### src/rtl/alu_arbiter_if.sv
// Request, response and ALU-side signals of alu_arbiter, bundled for port connection.
// The slave modport is the arbiter; master is whatever drives requests and models the ALU.
interface alu_arbiter_if;
  logic        req0_valid_i, req0_ready_o;
  logic [7:0]  req0_opcode_i;
  logic [31:0] req0_rs1_i, req0_rs2_i;
  logic        req1_valid_i, req1_ready_o;
  logic [7:0]  req1_opcode_i;
  logic [31:0] req1_rs1_i, req1_rs2_i;

  logic        rsp0_valid_o, rsp0_ready_i, rsp0_err_o;
  logic [63:0] rsp0_data_o;
  logic        rsp1_valid_o, rsp1_ready_i, rsp1_err_o;
  logic [63:0] rsp1_data_o;

  logic [7:0]  alu_opcode_o;
  logic [31:0] alu_data1_o, alu_data2_o;
  logic        alu_data1_valid_o, alu_data2_valid_o;
  logic        alu_start_o, alu_busy_i, alu_valid_i;
  logic [63:0] alu_data_i;
  logic [2:0]  state_o;

  modport slave (
    input  req0_valid_i, req0_opcode_i, req0_rs1_i, req0_rs2_i,
    input  req1_valid_i, req1_opcode_i, req1_rs1_i, req1_rs2_i,
    input  rsp0_ready_i, rsp1_ready_i,
    input  alu_busy_i, alu_valid_i, alu_data_i,
    output req0_ready_o, req1_ready_o,
    output rsp0_valid_o, rsp0_data_o, rsp0_err_o,
    output rsp1_valid_o, rsp1_data_o, rsp1_err_o,
    output alu_opcode_o, alu_data1_o, alu_data2_o,
    output alu_data1_valid_o, alu_data2_valid_o, alu_start_o, state_o
  );

  modport master (
    output req0_valid_i, req0_opcode_i, req0_rs1_i, req0_rs2_i,
    output req1_valid_i, req1_opcode_i, req1_rs1_i, req1_rs2_i,
    output rsp0_ready_i, rsp1_ready_i,
    output alu_busy_i, alu_valid_i, alu_data_i,
    input  req0_ready_o, req1_ready_o,
    input  rsp0_valid_o, rsp0_data_o, rsp0_err_o,
    input  rsp1_valid_o, rsp1_data_o, rsp1_err_o,
    input  alu_opcode_o, alu_data1_o, alu_data2_o,
    input  alu_data1_valid_o, alu_data2_valid_o, alu_start_o, state_o
  );
endinterface

### src/rtl/alu_arbiter.sv
// Round-robin arbiter between two requesters for one shared ALU, sequencing
// start/valid/busy and returning the result or an error on the granted response channel.
module alu_arbiter #(
  parameter int unsigned TIMEOUT_P = 1024
) (
  input  logic          clk,
  input  logic          rst,
  alu_arbiter_if.slave  bus
);

  localparam logic [7:0]  OP_ADD   = 8'h01;
  localparam logic [7:0]  OP_MUL   = 8'h02;
  localparam logic [7:0]  OP_D1    = 8'hD1;
  localparam logic [15:0] TMO_LAST = 16'(TIMEOUT_P - 1);

  typedef enum logic [1:0] {IDLE = 2'd0, START = 2'd1, WAIT = 2'd2, RESP = 2'd3} state_e;

  state_e      state_q;
  logic        ptr_q, gnt_q;
  logic [7:0]  op_q;
  logic [31:0] rs1_q, rs2_q;
  logic        dvalid_q, start_q;
  logic [15:0] cnt_q;
  logic [63:0] data_q;
  logic        err_q, rsp0_valid_q, rsp1_valid_q;

  logic        arb_en, win0, win1, accept, legal;
  logic [7:0]  win_op;
  logic [31:0] win_rs1, win_rs2;

  // ptr_q=1 gives req1 priority when both requesters are valid
  always_comb begin
    arb_en  = (state_q == IDLE) && !bus.alu_busy_i;
    win0    = arb_en && bus.req0_valid_i && (!bus.req1_valid_i || !ptr_q);
    win1    = arb_en && bus.req1_valid_i && (!bus.req0_valid_i || ptr_q);
    accept  = win0 || win1;
    win_op  = win1 ? bus.req1_opcode_i : bus.req0_opcode_i;
    win_rs1 = win1 ? bus.req1_rs1_i    : bus.req0_rs1_i;
    win_rs2 = win1 ? bus.req1_rs2_i    : bus.req0_rs2_i;
    legal   = (win_op == OP_ADD) || (win_op == OP_MUL) || (win_op == OP_D1);
  end

  always_ff @(posedge clk) begin
    if (!rst) begin
      state_q      <= IDLE;
      ptr_q        <= 1'b0;
      gnt_q        <= 1'b0;
      op_q         <= '0;
      rs1_q        <= '0;
      rs2_q        <= '0;
      dvalid_q     <= 1'b0;
      start_q      <= 1'b0;
      cnt_q        <= '0;
      data_q       <= '0;
      err_q        <= 1'b0;
      rsp0_valid_q <= 1'b0;
      rsp1_valid_q <= 1'b0;
    end else begin
      start_q <= 1'b0;
      case (state_q)
        IDLE: if (accept) begin
          gnt_q <= win1;
          ptr_q <= ~win1;
          op_q  <= win_op;
          rs1_q <= win_rs1;
          rs2_q <= win_rs2;
          if (legal) begin
            state_q  <= START;
            start_q  <= 1'b1;
            dvalid_q <= 1'b1;
          end else begin
            state_q      <= RESP;
            data_q       <= '0;
            err_q        <= 1'b1;
            rsp0_valid_q <= ~win1;
            rsp1_valid_q <= win1;
          end
        end
        START: begin
          cnt_q   <= '0;
          state_q <= WAIT;
        end
        WAIT: begin
          cnt_q <= cnt_q + 16'd1;
          // a result arriving on the final timeout cycle still counts as success
          if (bus.alu_valid_i || cnt_q == TMO_LAST) begin
            state_q      <= RESP;
            dvalid_q     <= 1'b0;
            data_q       <= bus.alu_valid_i ? bus.alu_data_i : '0;
            err_q        <= ~bus.alu_valid_i;
            rsp0_valid_q <= ~gnt_q;
            rsp1_valid_q <= gnt_q;
          end
        end
        RESP: if (gnt_q ? bus.rsp1_ready_i : bus.rsp0_ready_i) begin
          state_q      <= IDLE;
          rsp0_valid_q <= 1'b0;
          rsp1_valid_q <= 1'b0;
        end
        default: state_q <= IDLE;
      endcase
    end
  end

  assign bus.req0_ready_o      = win0;
  assign bus.req1_ready_o      = win1;
  assign bus.rsp0_valid_o      = rsp0_valid_q;
  assign bus.rsp1_valid_o      = rsp1_valid_q;
  assign bus.rsp0_data_o       = rsp0_valid_q ? data_q : '0;
  assign bus.rsp1_data_o       = rsp1_valid_q ? data_q : '0;
  assign bus.rsp0_err_o        = rsp0_valid_q & err_q;
  assign bus.rsp1_err_o        = rsp1_valid_q & err_q;
  assign bus.alu_opcode_o      = op_q;
  assign bus.alu_data1_o       = rs1_q;
  assign bus.alu_data2_o       = rs2_q;
  assign bus.alu_data1_valid_o = dvalid_q;
  assign bus.alu_data2_valid_o = dvalid_q;
  assign bus.alu_start_o       = start_q;
  assign bus.state_o           = {1'b0, state_q};

endmodule
### src/flat_wrapper.sv
// flat-port wrapper written by rule: the top's interface ports become plain ports
module alu_arbiter_flat 
#(
  parameter int unsigned TIMEOUT_P = 1024
)
  (clk, rst, bus_req0_valid_i, bus_req0_opcode_i, bus_req0_rs1_i, bus_req0_rs2_i, bus_req1_valid_i, bus_req1_opcode_i, bus_req1_rs1_i, bus_req1_rs2_i, bus_rsp0_ready_i, bus_rsp1_ready_i, bus_alu_busy_i, bus_alu_valid_i, bus_alu_data_i, bus_req0_ready_o, bus_req1_ready_o, bus_rsp0_valid_o, bus_rsp0_data_o, bus_rsp0_err_o, bus_rsp1_valid_o, bus_rsp1_data_o, bus_rsp1_err_o, bus_alu_opcode_o, bus_alu_data1_o, bus_alu_data2_o, bus_alu_data1_valid_o, bus_alu_data2_valid_o, bus_alu_start_o, bus_state_o);
  alu_arbiter_if bus_i ();
  input  logic clk;
  input  logic rst;
  input wire logic [$bits(bus_i.req0_valid_i)-1:0] bus_req0_valid_i;
  input wire logic [$bits(bus_i.req0_opcode_i)-1:0] bus_req0_opcode_i;
  input wire logic [$bits(bus_i.req0_rs1_i)-1:0] bus_req0_rs1_i;
  input wire logic [$bits(bus_i.req0_rs2_i)-1:0] bus_req0_rs2_i;
  input wire logic [$bits(bus_i.req1_valid_i)-1:0] bus_req1_valid_i;
  input wire logic [$bits(bus_i.req1_opcode_i)-1:0] bus_req1_opcode_i;
  input wire logic [$bits(bus_i.req1_rs1_i)-1:0] bus_req1_rs1_i;
  input wire logic [$bits(bus_i.req1_rs2_i)-1:0] bus_req1_rs2_i;
  input wire logic [$bits(bus_i.rsp0_ready_i)-1:0] bus_rsp0_ready_i;
  input wire logic [$bits(bus_i.rsp1_ready_i)-1:0] bus_rsp1_ready_i;
  input wire logic [$bits(bus_i.alu_busy_i)-1:0] bus_alu_busy_i;
  input wire logic [$bits(bus_i.alu_valid_i)-1:0] bus_alu_valid_i;
  input wire logic [$bits(bus_i.alu_data_i)-1:0] bus_alu_data_i;
  output wire logic [$bits(bus_i.req0_ready_o)-1:0] bus_req0_ready_o;
  output wire logic [$bits(bus_i.req1_ready_o)-1:0] bus_req1_ready_o;
  output wire logic [$bits(bus_i.rsp0_valid_o)-1:0] bus_rsp0_valid_o;
  output wire logic [$bits(bus_i.rsp0_data_o)-1:0] bus_rsp0_data_o;
  output wire logic [$bits(bus_i.rsp0_err_o)-1:0] bus_rsp0_err_o;
  output wire logic [$bits(bus_i.rsp1_valid_o)-1:0] bus_rsp1_valid_o;
  output wire logic [$bits(bus_i.rsp1_data_o)-1:0] bus_rsp1_data_o;
  output wire logic [$bits(bus_i.rsp1_err_o)-1:0] bus_rsp1_err_o;
  output wire logic [$bits(bus_i.alu_opcode_o)-1:0] bus_alu_opcode_o;
  output wire logic [$bits(bus_i.alu_data1_o)-1:0] bus_alu_data1_o;
  output wire logic [$bits(bus_i.alu_data2_o)-1:0] bus_alu_data2_o;
  output wire logic [$bits(bus_i.alu_data1_valid_o)-1:0] bus_alu_data1_valid_o;
  output wire logic [$bits(bus_i.alu_data2_valid_o)-1:0] bus_alu_data2_valid_o;
  output wire logic [$bits(bus_i.alu_start_o)-1:0] bus_alu_start_o;
  output wire logic [$bits(bus_i.state_o)-1:0] bus_state_o;
  assign bus_i.req0_valid_i = bus_req0_valid_i;
  assign bus_i.req0_opcode_i = bus_req0_opcode_i;
  assign bus_i.req0_rs1_i = bus_req0_rs1_i;
  assign bus_i.req0_rs2_i = bus_req0_rs2_i;
  assign bus_i.req1_valid_i = bus_req1_valid_i;
  assign bus_i.req1_opcode_i = bus_req1_opcode_i;
  assign bus_i.req1_rs1_i = bus_req1_rs1_i;
  assign bus_i.req1_rs2_i = bus_req1_rs2_i;
  assign bus_i.rsp0_ready_i = bus_rsp0_ready_i;
  assign bus_i.rsp1_ready_i = bus_rsp1_ready_i;
  assign bus_i.alu_busy_i = bus_alu_busy_i;
  assign bus_i.alu_valid_i = bus_alu_valid_i;
  assign bus_i.alu_data_i = bus_alu_data_i;
  assign bus_req0_ready_o = bus_i.req0_ready_o;
  assign bus_req1_ready_o = bus_i.req1_ready_o;
  assign bus_rsp0_valid_o = bus_i.rsp0_valid_o;
  assign bus_rsp0_data_o = bus_i.rsp0_data_o;
  assign bus_rsp0_err_o = bus_i.rsp0_err_o;
  assign bus_rsp1_valid_o = bus_i.rsp1_valid_o;
  assign bus_rsp1_data_o = bus_i.rsp1_data_o;
  assign bus_rsp1_err_o = bus_i.rsp1_err_o;
  assign bus_alu_opcode_o = bus_i.alu_opcode_o;
  assign bus_alu_data1_o = bus_i.alu_data1_o;
  assign bus_alu_data2_o = bus_i.alu_data2_o;
  assign bus_alu_data1_valid_o = bus_i.alu_data1_valid_o;
  assign bus_alu_data2_valid_o = bus_i.alu_data2_valid_o;
  assign bus_alu_start_o = bus_i.alu_start_o;
  assign bus_state_o = bus_i.state_o;
  alu_arbiter #(.TIMEOUT_P(TIMEOUT_P)) u_core (.clk(clk), .rst(rst), .bus(bus_i));
endmodule
### config.mk
export PLATFORM = sky130hd
export DESIGN_NAME = alu_arbiter_flat
export DESIGN_NICKNAME = d
export VERILOG_FILES = /design/src/rtl/alu_arbiter_if.sv /design/src/rtl/alu_arbiter.sv /design/src/flat_wrapper.sv
export SDC_FILE = /design/constraint.sdc
export NUM_CORES = 1
export LEC_CHECK = 0
export BUFFER_PORTS_ARGS = -buffer_cell sky130_fd_sc_hd__buf_2
export CORE_AREA = 5 5 161 163
export CTS_CLUSTER_DIAMETER = 120
export CTS_CLUSTER_SIZE = 10
export DETAILED_ROUTE_END_ITERATION = 6
export DIE_AREA = 0 0 166 168
export PLACE_DENSITY = 0.67
export SETUP_SLACK_MARGIN = 0.4
export SLEW_MARGIN = 25
export SYNTH_ARGS = -nofsm -noshare
export SYNTH_HDL_FRONTEND = slang
export SYNTH_SLANG_ARGS = --single-unit
### constraint.sdc
create_clock -name clk -period 4.9 [get_ports clk]
set_clock_uncertainty 0.2 [all_clocks]
set_input_delay 0.49 -clock clk [delete_from_list [all_inputs] [get_ports clk]]
set_output_delay 0.49 -clock clk [all_outputs]
set_load 0.01 [all_outputs]
==> out/results.tsv <==
stage	metric	value	unit
outcome	status	finished clean	
critical_path	maximum fanout along the worst path	75	
power	Max IR drop VDD	0.0002203	V
clock_network	PostCTS Resize Cnt	0	
critical_path	Max stage delay on crit path	0.64	ns
final_layout	share of layout cells above drive strength 1	39.16	%
floorplan	core area	0.02418	mm^2
sta	Setup TNS	0	ns
sta	final count of hold timing violations	0	
final_layout	Layout fillers	2469	
synth	Netlist cell types	48	
grt	initial antenna violation count	8	
sta	fin crit share	68.46	%
critical_path	Critical-path top delay cell	buf_4	
detailed_routing	Vias/cell	4.864	
sta	highest clock rate	298.1	MHz
critical_path	CP Cell Sequence	inv_1 -> ha_1 -> nor2b_1 -> and3_2 -> buf_4 -> buf_2	
detailed_routing	ANT nets after route	0	
detailed_routing	WL/cell	17.52	um
clock_network	CTS clk-pin slew, worst paths	0.07	ns
floorplan	Chip Width	166	um
worst_hold_path	HP Start	bus_alu_data_i[48]	
grt	first-pass GRT wire length	42.12	mm
sta	worst hold slack	0.1151	ns
critical_path	flop2flop setup slack	1.92	ns
sta	Slew Viols, Final	0	
critical_path	Reg2Reg Depth	8	
synth	Yosys top cell area share	42.38	%
sta	Slew HR	35.94	%
floorplan	# rows	57	
grt	largest net degree at the start of global routing	85	
synth	mapped cell area	0.007605	mm^2
synth	Cells after Synth	841	
sta	Final setup viols	0	
synth	YS warnings	0	
floorplan	Die Span Y	168	um
worst_hold_path	Hold Path Cell Cnt	3	
detailed_routing	final wirelength	27.43	mm
power	PwrDens	392.1	mW/mm^2
floorplan	Initial Utilization	31.45	%
synth	Post-Syn Area per Cell	9.043	um^2
place	routability congestion estimate	0.8433	
clock_network	TritonCTS Buffers	17	
run	max_cap viols	0	
critical_path	crit end category	output pin	
clock_network	Root Driver	clkbuf_16	
worst_hold_path	HP Class	in -> reg	
clock_network	CTS max path bufs	2	
floorplan	I/O Pins	428	
detailed_routing	drt initial violations	627	
critical_path	CP required	4.21	ns
place	port bufs	426	
sta	worst slew pin tran	0.9609	ns
grt	GRT Total Usage	18.45	%
sta	RSZ-0062 raised after global routing	no	
floorplan	die area	0.02789	mm^2
place	Detailed Place HPWL	20.88	mm
critical_path	r2r endpoint	u_core.data_q[44]$_SDFFE_PN0P_	
grt	grt ovf	0	
synth	Syn Nets	1063	
critical_path	WS Path Type	reg -> out	
synth	largest cells by area after synthesis	dfxtp_1 (42%), and2_1 (11%), mux2i_1 (9.9%)	
final_layout	fin util	43.61	%
synth	Synth Register Bits	161	
clock_network	post-CTS setup buffer count	0	
grt	vias in the first global route	7467	
clock_network	H-tree levels	4	
critical_path	reg2reg start	u_core.state_q[0]$_SDFFE_PN0P_	
power	LEAKAGE	5.042	nW
synth	sequential share of the synthesized area	42.38	%
final_layout	Area Growth Syn to Fin	38.63	%
critical_path	CP Launch Type	flop	
worst_hold_path	Hold EP	u_core.data_q[48]$_SDFFE_PN0P_	
clock_network	hold_buf cts	0	
detailed_routing	via count	7617	
clock_network	worst-skew pair later-pin latency	0.41	ns
clock_network	CTS tree	yes	
synth	Synth area leader	dfxtp_1	
detailed_routing	drc violations	0	
clock_network	clock sink count	161	
critical_path	crit path DAT	2.66	ns
detailed_routing	first-pass iteration count of the detailed router	6	
final_layout	nets@finish	1446	
sta	Period minus WS final	3.355	ns
cell families (layout without fill, tap and decap cells):
family	count (synthesis)	in the layout	share of synthesized area, %
mux	76	76	10.02
other cells	1	7	0.04931
flops	161	161	42.38
fa+ha+maj	6	6	0.9871
compound gates	98	98	12.06
xor+xnor	14	14	1.612
simple gates	406	406	28.23
buf+inv	79	474	4.656
critical path: cells and delay by family (launching register included):
family                     cells  cell delay [ns]
buffers and inverters          3             1.05
and+or+nand+nor                2             0.60
adders and majority gates      1             0.26
DFF                            1             0.33
through the flow:
step / std cells / instance area (um^2) / total power, mW / setup slack, ns
6_report: 1566 / 10540 / 4.133 / 1.545
4_1_cts: 1560 / 10520 / 4.187 / 1.531
3_5_place_dp: 1529 / 9947 / 2.860 / 1.925
2_1_floorplan: 841 / 7605 / 2.454 / 2.415
5_1_grt: 1565 / 10540 / 4.369 / 1.354
3_3_place_gp: 1529 / 9947 / 2.839 / 2.032
routing by layer:
metal  up-vias  wire (um)  share of wire [%]  track usage (%)
met2       334      13410                 49            31.41
met4         2        585                2.1            6.205
li1       3702          -                  -                -
met3        27       2490                9.1            6.964
met5         -         13              0.047                0
met1      3552      10930                 40            21.44
cells in the final DEF, fill, tap and decap left out, types with 6 or more instances in the layout:
master       n
nand3_1     10
a222oi_1    64
mux2i_1     75
buf_4       11
ha_1         6
and2_1     131
buf_2      425
xor2_1      11
diode_2      6
clkbuf_16   17
o211a_1     11
nor2b_1     68
nand2_1    148
nor2_1      20
dfxtp_1    159
how the worst max path moves through the flow:
stage | start | end
2_1_floorplan | u_core.state_q[0]$_SDFFE_PN0P_ | u_core.err_q$_SDFFE_PN0P_
3_3_place_gp | rst | u_core.cnt_q[7]$_SDFFE_PN0P_
3_5_place_dp | u_core.state_q[0]$_SDFFE_PN0P_ | u_core.data_q[44]$_SDFFE_PN0P_
4_1_cts | u_core.state_q[0]$_SDFFE_PN0P_ | bus_req1_ready_o
5_1_grt | u_core.state_q[1]$_SDFFE_PN0P_ | bus_req1_ready_o
6_report | u_core.state_q[1]$_SDFFE_PN0P_ | bus_req1_ready_o
state kept, by name, summed over array words and instances, names as in the netlist:
signal / cells
u_core.data_q: 64
u_core.bus.alu_data1_o: 32
u_core.bus.alu_data2_o: 32
u_core.cnt_q: 16
u_core.bus.alu_opcode_o: 8
u_core.state_q: 2
u_core.bus.alu_data1_valid_o: 1
u_core.bus.alu_start_o: 1
u_core.bus.rsp0_valid_o: 1
u_core.bus.rsp1_valid_o: 1
u_core.err_q: 1
u_core.gnt_q: 1
u_core.ptr_q: 1
Yosys cell counts (all sizes together):
library cell / count
nand3b: 1
dfxtp: 161
o221ai: 1
a222oi: 64
a32o: 1
xnor2: 3
and3: 5
or4: 2
a21oi: 6
nor3: 3
buf: 11
and3b: 1
and4: 1
or4bb: 1
inv: 6
o311a: 2
o31a: 1
o21ai: 6
o211a: 11
nor2: 20
nand2: 148
nor4: 4
and2: 131
nand2b: 3
conb: 1
nor2b: 68
o22ai: 1
o21a: 1
a2111o: 1
xor2: 11
nor3b: 2
a211oi: 1
o211ai: 1
or3: 2
clkbuf: 62
ha: 6
o31ai: 1
mux2i: 75
mux2: 1
nand3: 10
nand4: 4
cell type report:
class,instances,area (um^2),share of cell area [%]
Sequential cell,161,3226,30.60
Inverter,6,22.52,0.2136
Antenna cell,6,15.01,0.1424
Clock inverter,12,123.9,1.175
Multi-Input combinational cell,601,4068,38.58
Timing Repair Buffer,437,2230,21.15
Tap cell,324,405.4,3.845
Clock buffer,19,452.9,4.296
report_power, final:
group | internal [mW] | leakage, nW | total, mW | switching (mW)
logic | 0.541 | 3.46 | 1.22 | 0.681
registers | 1.46 | 1.31 | 1.61 | 0.150
clock network | 0.735 | 0.277 | 1.31 | 0.570
total | 2.73 | 5.04 | 4.13 | 1.40
Note: power is estimated with default switching activity, not from simulation.
